## src/rtl/apb_completer_mem.sv

```systemverilog
// APB4 completer backed by a small byte-strobed register memory.
// Inserts programmable wait states, flags PSLVERR on misaligned or
// out-of-range accesses, and keeps saturating transaction counters.
module apb_completer_mem #(
    parameter int ADDR_W = 60,
    parameter int DATA_W = 32,
    parameter int IDX_W  = 4,
    parameter int WAIT_W = 4,
    parameter int CNT_W  = 16
) (
    input  logic                pclk,
    input  logic                preset,
    input  logic                psel,
    input  logic                penable,
    input  logic                pwrite,
    input  logic [ADDR_W-1:0]   paddr,
    input  logic [DATA_W-1:0]   pwdata,
    input  logic [DATA_W/8-1:0] pstrb,
    input  logic [WAIT_W-1:0]   wait_cfg,
    output logic                pready,
    output logic [DATA_W-1:0]   prdata,
    output logic                pslverr,
    output logic [CNT_W-1:0]    wr_cnt,
    output logic [CNT_W-1:0]    rd_cnt,
    output logic [CNT_W-1:0]    err_cnt
);

    localparam int STRB_W    = DATA_W / 8;
    localparam int MEM_DEPTH = 2 ** IDX_W;

    typedef enum logic [1:0] {
        S_IDLE,
        S_WAIT,
        S_DONE
    } state_t;

    state_t              state_q, state_d;
    logic [WAIT_W-1:0]   cnt_q, cnt_d;
    logic                wr_q, wr_d;
    logic [ADDR_W-1:0]   addr_q, addr_d;
    logic [DATA_W-1:0]   wdata_q, wdata_d;
    logic [STRB_W-1:0]   strb_q, strb_d;
    logic                pready_q, pready_d;
    logic                pslverr_q, pslverr_d;
    logic [DATA_W-1:0]   prdata_q, prdata_d;
    logic [DATA_W-1:0]   mem_q [MEM_DEPTH];
    logic [DATA_W-1:0]   mem_d [MEM_DEPTH];
    logic [CNT_W-1:0]    wr_cnt_q, wr_cnt_d;
    logic [CNT_W-1:0]    rd_cnt_q, rd_cnt_d;
    logic [CNT_W-1:0]    err_cnt_q, err_cnt_d;

    // Misaligned or beyond the implemented word range.
    function automatic logic addr_err(input logic [ADDR_W-1:0] a);
        return (a[1:0] != 2'b00) || (a[ADDR_W-1:IDX_W+2] != '0);
    endfunction

    // Next-state, request latching, commit at DONE and registered response.
    always_comb begin
        state_d   = state_q;
        cnt_d     = cnt_q;
        wr_d      = wr_q;
        addr_d    = addr_q;
        wdata_d   = wdata_q;
        strb_d    = strb_q;
        mem_d     = mem_q;
        wr_cnt_d  = wr_cnt_q;
        rd_cnt_d  = rd_cnt_q;
        err_cnt_d = err_cnt_q;

        case (state_q)
            S_IDLE: begin
                if (psel && !penable) begin
                    wr_d    = pwrite;
                    addr_d  = paddr;
                    wdata_d = pwdata;
                    strb_d  = pstrb;
                    cnt_d   = wait_cfg;
                    state_d = (wait_cfg == '0) ? S_DONE : S_WAIT;
                end
            end
            S_WAIT: begin
                cnt_d = cnt_q - 1'b1;
                if (!psel) begin
                    state_d = S_IDLE;
                end else if (cnt_q == WAIT_W'(1)) begin
                    state_d = S_DONE;
                end
            end
            S_DONE: begin
                state_d = S_IDLE;
                // Commit only if the requester is still holding the transfer.
                if (psel) begin
                    if (addr_err(addr_q)) begin
                        if (err_cnt_q != '1) err_cnt_d = err_cnt_q + 1'b1;
                    end else if (wr_q) begin
                        for (int unsigned b = 0; b < STRB_W; b++) begin
                            if (strb_q[b]) begin
                                mem_d[addr_q[IDX_W+1:2]][8*b +: 8] = wdata_q[8*b +: 8];
                            end
                        end
                        if (wr_cnt_q != '1) wr_cnt_d = wr_cnt_q + 1'b1;
                    end else begin
                        if (rd_cnt_q != '1) rd_cnt_d = rd_cnt_q + 1'b1;
                    end
                end
            end
            default: state_d = S_IDLE;
        endcase

        // Response flops load on entry to DONE; addr_d/wr_d hold the request
        // whether DONE is entered straight from SETUP or from WAIT.
        pready_d  = (state_d == S_DONE);
        pslverr_d = pready_d && addr_err(addr_d);
        prdata_d  = '0;
        if (pready_d && !wr_d && !addr_err(addr_d)) begin
            prdata_d = mem_q[addr_d[IDX_W+1:2]];
        end
    end

    // State, memory and counter registers with asynchronous clear.
    always_ff @(posedge pclk or posedge preset) begin
        if (preset) begin
            state_q   <= S_IDLE;
            cnt_q     <= '0;
            wr_q      <= 1'b0;
            addr_q    <= '0;
            wdata_q   <= '0;
            strb_q    <= '0;
            pready_q  <= 1'b0;
            pslverr_q <= 1'b0;
            prdata_q  <= '0;
            for (int unsigned i = 0; i < MEM_DEPTH; i++) begin
                mem_q[i] <= '0;
            end
            wr_cnt_q  <= '0;
            rd_cnt_q  <= '0;
            err_cnt_q <= '0;
        end else begin
            state_q   <= state_d;
            cnt_q     <= cnt_d;
            wr_q      <= wr_d;
            addr_q    <= addr_d;
            wdata_q   <= wdata_d;
            strb_q    <= strb_d;
            pready_q  <= pready_d;
            pslverr_q <= pslverr_d;
            prdata_q  <= prdata_d;
            for (int unsigned i = 0; i < MEM_DEPTH; i++) begin
                mem_q[i] <= mem_d[i];
            end
            wr_cnt_q  <= wr_cnt_d;
            rd_cnt_q  <= rd_cnt_d;
            err_cnt_q <= err_cnt_d;
        end
    end

    assign pready  = pready_q;
    assign pslverr = pslverr_q;
    assign prdata  = prdata_q;
    assign wr_cnt  = wr_cnt_q;
    assign rd_cnt  = rd_cnt_q;
    assign err_cnt = err_cnt_q;

endmodule

```

## config.mk

```make
export PLATFORM = sky130hd
export DESIGN_NAME = apb_completer_mem
export DESIGN_NICKNAME = d
export VERILOG_FILES = /design/src/rtl/apb_completer_mem.sv
export SDC_FILE = /design/constraint.sdc
export NUM_CORES = 2
export LEC_CHECK = 0
export CORE_AREA = 3 3 329 331
export CTS_BUF_LIST = sky130_fd_sc_hd__clkbuf_16
export DETAILED_ROUTE_END_ITERATION = 8
export DIE_AREA = 0 0 332 334
export GPL_TIMING_DRIVEN = 1
export MAX_ROUTING_LAYER = met4
export PLACE_DENSITY = 0.56
export SYNTH_ARGS = -nofsm -noshare
export SYNTH_HDL_FRONTEND = slang
export SYNTH_SLANG_ARGS = --single-unit
```

## constraint.sdc

```tcl
create_clock -name pclk -period 24.8 [get_ports pclk]
set_clock_uncertainty 0.1 [all_clocks]
set_input_delay 2.48 -clock pclk [delete_from_list [all_inputs] [get_ports pclk]]
set_output_delay 2.48 -clock pclk [all_outputs]
set_load 0.02 [all_outputs]
```

==> flow_metrics.tcl <==
set metrics [dict create \
    hold_viol 0 \
    drt_iter0_markers 1739 \
    drc 0 \
    drt_first_pass_iters 6 \
    hold_path_class "flip-flop to flip-flop" \
    synth_edf_count 0 \
    antenna_found_initial 4 \
    leakagePower_nw 17.4 \
    vias 22100 \
    ctsHtreeMaxLevel 3 \
    rsz0062_at_grt "no" \
    die_w_um 332 \
    drv_cap 0 \
    cts-root-buf "clkbuf_16" \
    cp_max_fo 119 \
    timing.hold.ws_ns 0.374 \
    status "finished, final reports clean" \
    grt_max_degree 173 \
    synth.distinct_cells 59 \
    cts_setup_buffers 0 \
    grt.total_usage 0.170 \
    synth_top_cell_by_area "dfrtp_1" \
    cts_tree "done" \
    fin_crit_sh 0.240 \
    die_h_um 334 \
    post-route-min-period_ns 5.95 \
    grt_overflow 0 \
    ctsResizeCount 0 \
    syn_area_um2 31500 \
    finalSetupViolations 0 \
    wl_per_cell_um 21.4 \
    coreArea_um2 105000 \
    pin_count 187 \
    cts_hold_buf 0 \
    async_flop_share 1.00 \
    cts_buffer_depth 3 \
    cts_buffers 81 \
    die-area_um2 111000 \
    port_buffers 186 \
    synth_top_area_frac 0.553 \
    path_class "input pin to flip-flop" \
    vdd.ir_drop.worst_v 0.0000470 \
    cts_sinks 697 \
    synthCells 2751 \
    tightest_slew_ns 1.18 \
    initial_core_util 0.299 \
    max_freq_mhz 168 \
    viasPerCell 5.08 \
    cp.arrival_ns 6.37 \
    synthFlopType "dfrtp_1" \
    synth_warnings 0 \
    cp-start-kind "input pin" \
    slew_headroom 0.210 \
    final_antenna_net_count 0 \
    first_global_vias 21800 \
    seq_area_frac_synth 0.553 \
    syn_avg_cell_area_um2 11.5 \
    num_rows 119 \
    crit_path_end_kind "flip-flop" \
    syn_nets 2861 \
    ys_seq_elements 697 \
    clk_latency_ns 0.64 \
    wl_um 92800 \
    clkTransAtPathRegs_ns 0.05 \
    cp.required_ns 25.22 \
    timing.setup.tns_ns 0 \
    dpl.hpwl_um 57000 \
    area_growth_pct 18.3 \
    p_per_area_nw_per_um2 76.3 \
    globalplace.congestion 0.808 \
    layout.nets 3005 \
    synthTopCellsByArea "dfrtp_1, mux2_2, nand2_1, a21oi_1, inv_1" \
    drive_gt1_frac 0.250 \
    slew_viol_final 0 \
    grt_pass1_wl_um 140000 \
]
==> synth_stat cells (all sizes together) (5+ instances only) <==
cell,n
dfrtp,697
nand2,531
mux2,517
a21oi,185
nand3,107
inv,106
clkbuf,103
nor4,61
a22oi,50
buf,50
nor3,44
mux2i,39
nor2,39
a31oi,32
xnor2,27
a221o,26
o41ai,25
nand4,22
xor2,20
nand2b,10
a32oi,8
and3,8
a311oi,5
and2,5
ha,5
==> worst max-delay path, cell delays in order <==
cell	delay, ns
clkdlybuf4s50_1	0.54
nor4b_4	0.51
mux2i_4	0.16
inv_6	0.68
buf_4	0.89
a21oi_1	0.21
o41ai_1	0.43
a31oi_1	0.15
nor3_2	0.19
==> stage by stage <==
| step | power, mW | cell area, um2 | std cells | worst slack [ns] | util |
|---|---|---|---|---|---|
| floorplan | 1.54 | 31500 | 2751 | 2.67 | - |
| detailed placement | 1.71 | 34700 | 4203 | 18.29 | 0.330 |
| finish | 2.84 | 37300 | 4348 | 18.85 | 0.354 |
| global route | 2.96 | 37300 | 4348 | 18.60 | 0.354 |
| CTS | 2.87 | 37300 | 4347 | 18.93 | 0.354 |
| global placement | 1.71 | 34700 | 4203 | 18.33 | 0.330 |
==> kinds of logic (layout without fill, tap and decap cells) <==
logic type | after synthesis | in the layout | share of synthesized area
flops | 697 | 697 | 0.553
fa+ha+maj | 5 | 5 | 0.00198
buf+inv | 260 | 465 | 0.0347
compound gates | 341 | 341 | 0.0705
mux | 556 | 556 | 0.198
xor+xnor | 47 | 47 | 0.0131
other cells | 0 | 1 | 0
simple gates | 845 | 845 | 0.128
==> flip-flops by register name (all words and copies together) (netlist names) <==
register	flops
mem_q	512
addr_q	60
prdata	32
wdata_q	32
err_cnt	16
rd_cnt	16
wr_cnt	16
cnt_q	4
strb_q	4
state_q	2
pready	1
pslverr	1
wr_q	1
==> layer usage <==
metal / GRT usage / up-vias / part of all wire / wire length, um
met4: 0.0453 / 0 / 0.023 / 2120
met5: - / - / 0 / 0
met1: 0.234 / 11300 / 0.47 / 43900
met2: 0.260 / 644 / 0.45 / 41900
li1: - / 9948 / - / -
met3: 0.0277 / 156 / 0.053 / 4880
==> layout make-up <==
cell class | count | area [um2]
antenna | 1 | 2.50
inverter | 107 | 414
fill | 10500 | 68100
multi-input combinational | 1794 | 13100
clock buffer | 82 | 2050
tap | 1391 | 1740
sequential | 697 | 17400
clock inverter | 62 | 489
timing repair buffer | 214 | 2100
==> cells in the final DEF, fill, tap and decap left out, drive strengths merged, types with 6 or more instances in the layout <==
| cell | instances |
|---|---|
| nand2 | 531 |
| a32oi | 8 |
| nor4 | 61 |
| a221o | 26 |
| xor2 | 20 |
| and3 | 8 |
| nand2b | 10 |
| nand3 | 107 |
| clkinv | 34 |
| nor3 | 44 |
| xnor2 | 27 |
| dfrtp | 697 |
| buf | 28 |
| inv | 127 |
| bufinv | 6 |
| nand4 | 22 |
| a22oi | 50 |
| clkbuf | 82 |
| mux2i | 39 |
| nor2 | 39 |
| o41ai | 25 |
| a31oi | 32 |
| a21oi | 185 |
| mux2 | 517 |
| clkdlybuf4s50 | 186 |
==> worst paths after layout <==
kind | from | end | slack (ns) | cells after the start
min in group asynchronous | preset | err_cnt[0]$_DFFE_PP0P_ | 2.24 | 2
worst max-delay path | psel | prdata[16]$_DFF_PP0_ | 18.85 | 9
worst min register to register | addr_q[42]$_DFF_PP0_ | addr_q[42]$_DFF_PP0_ | 0.37 | 2
max in group asynchronous | preset | mem_q[283]$_DFFE_PP0P_ | 19.21 | 5
worst max register to register | state_q[0]$_DFF_PP0_ | prdata[16]$_DFF_PP0_ | 20.70 | 8
worst min-delay path | addr_q[42]$_DFF_PP0_ | addr_q[42]$_DFF_PP0_ | 0.37 | 2
==> where the power goes <==
part / leakage (nW) / internal (mW) / total (mW) / switching, mW
clock network: 1.32 / 0.664 / 1.15 / 0.491
registers: 9.57 / 1.18 / 1.28 / 0.0994
logic: 6.46 / 0.127 / 0.412 / 0.285
Note: power is estimated with default switching activity, not from simulation.
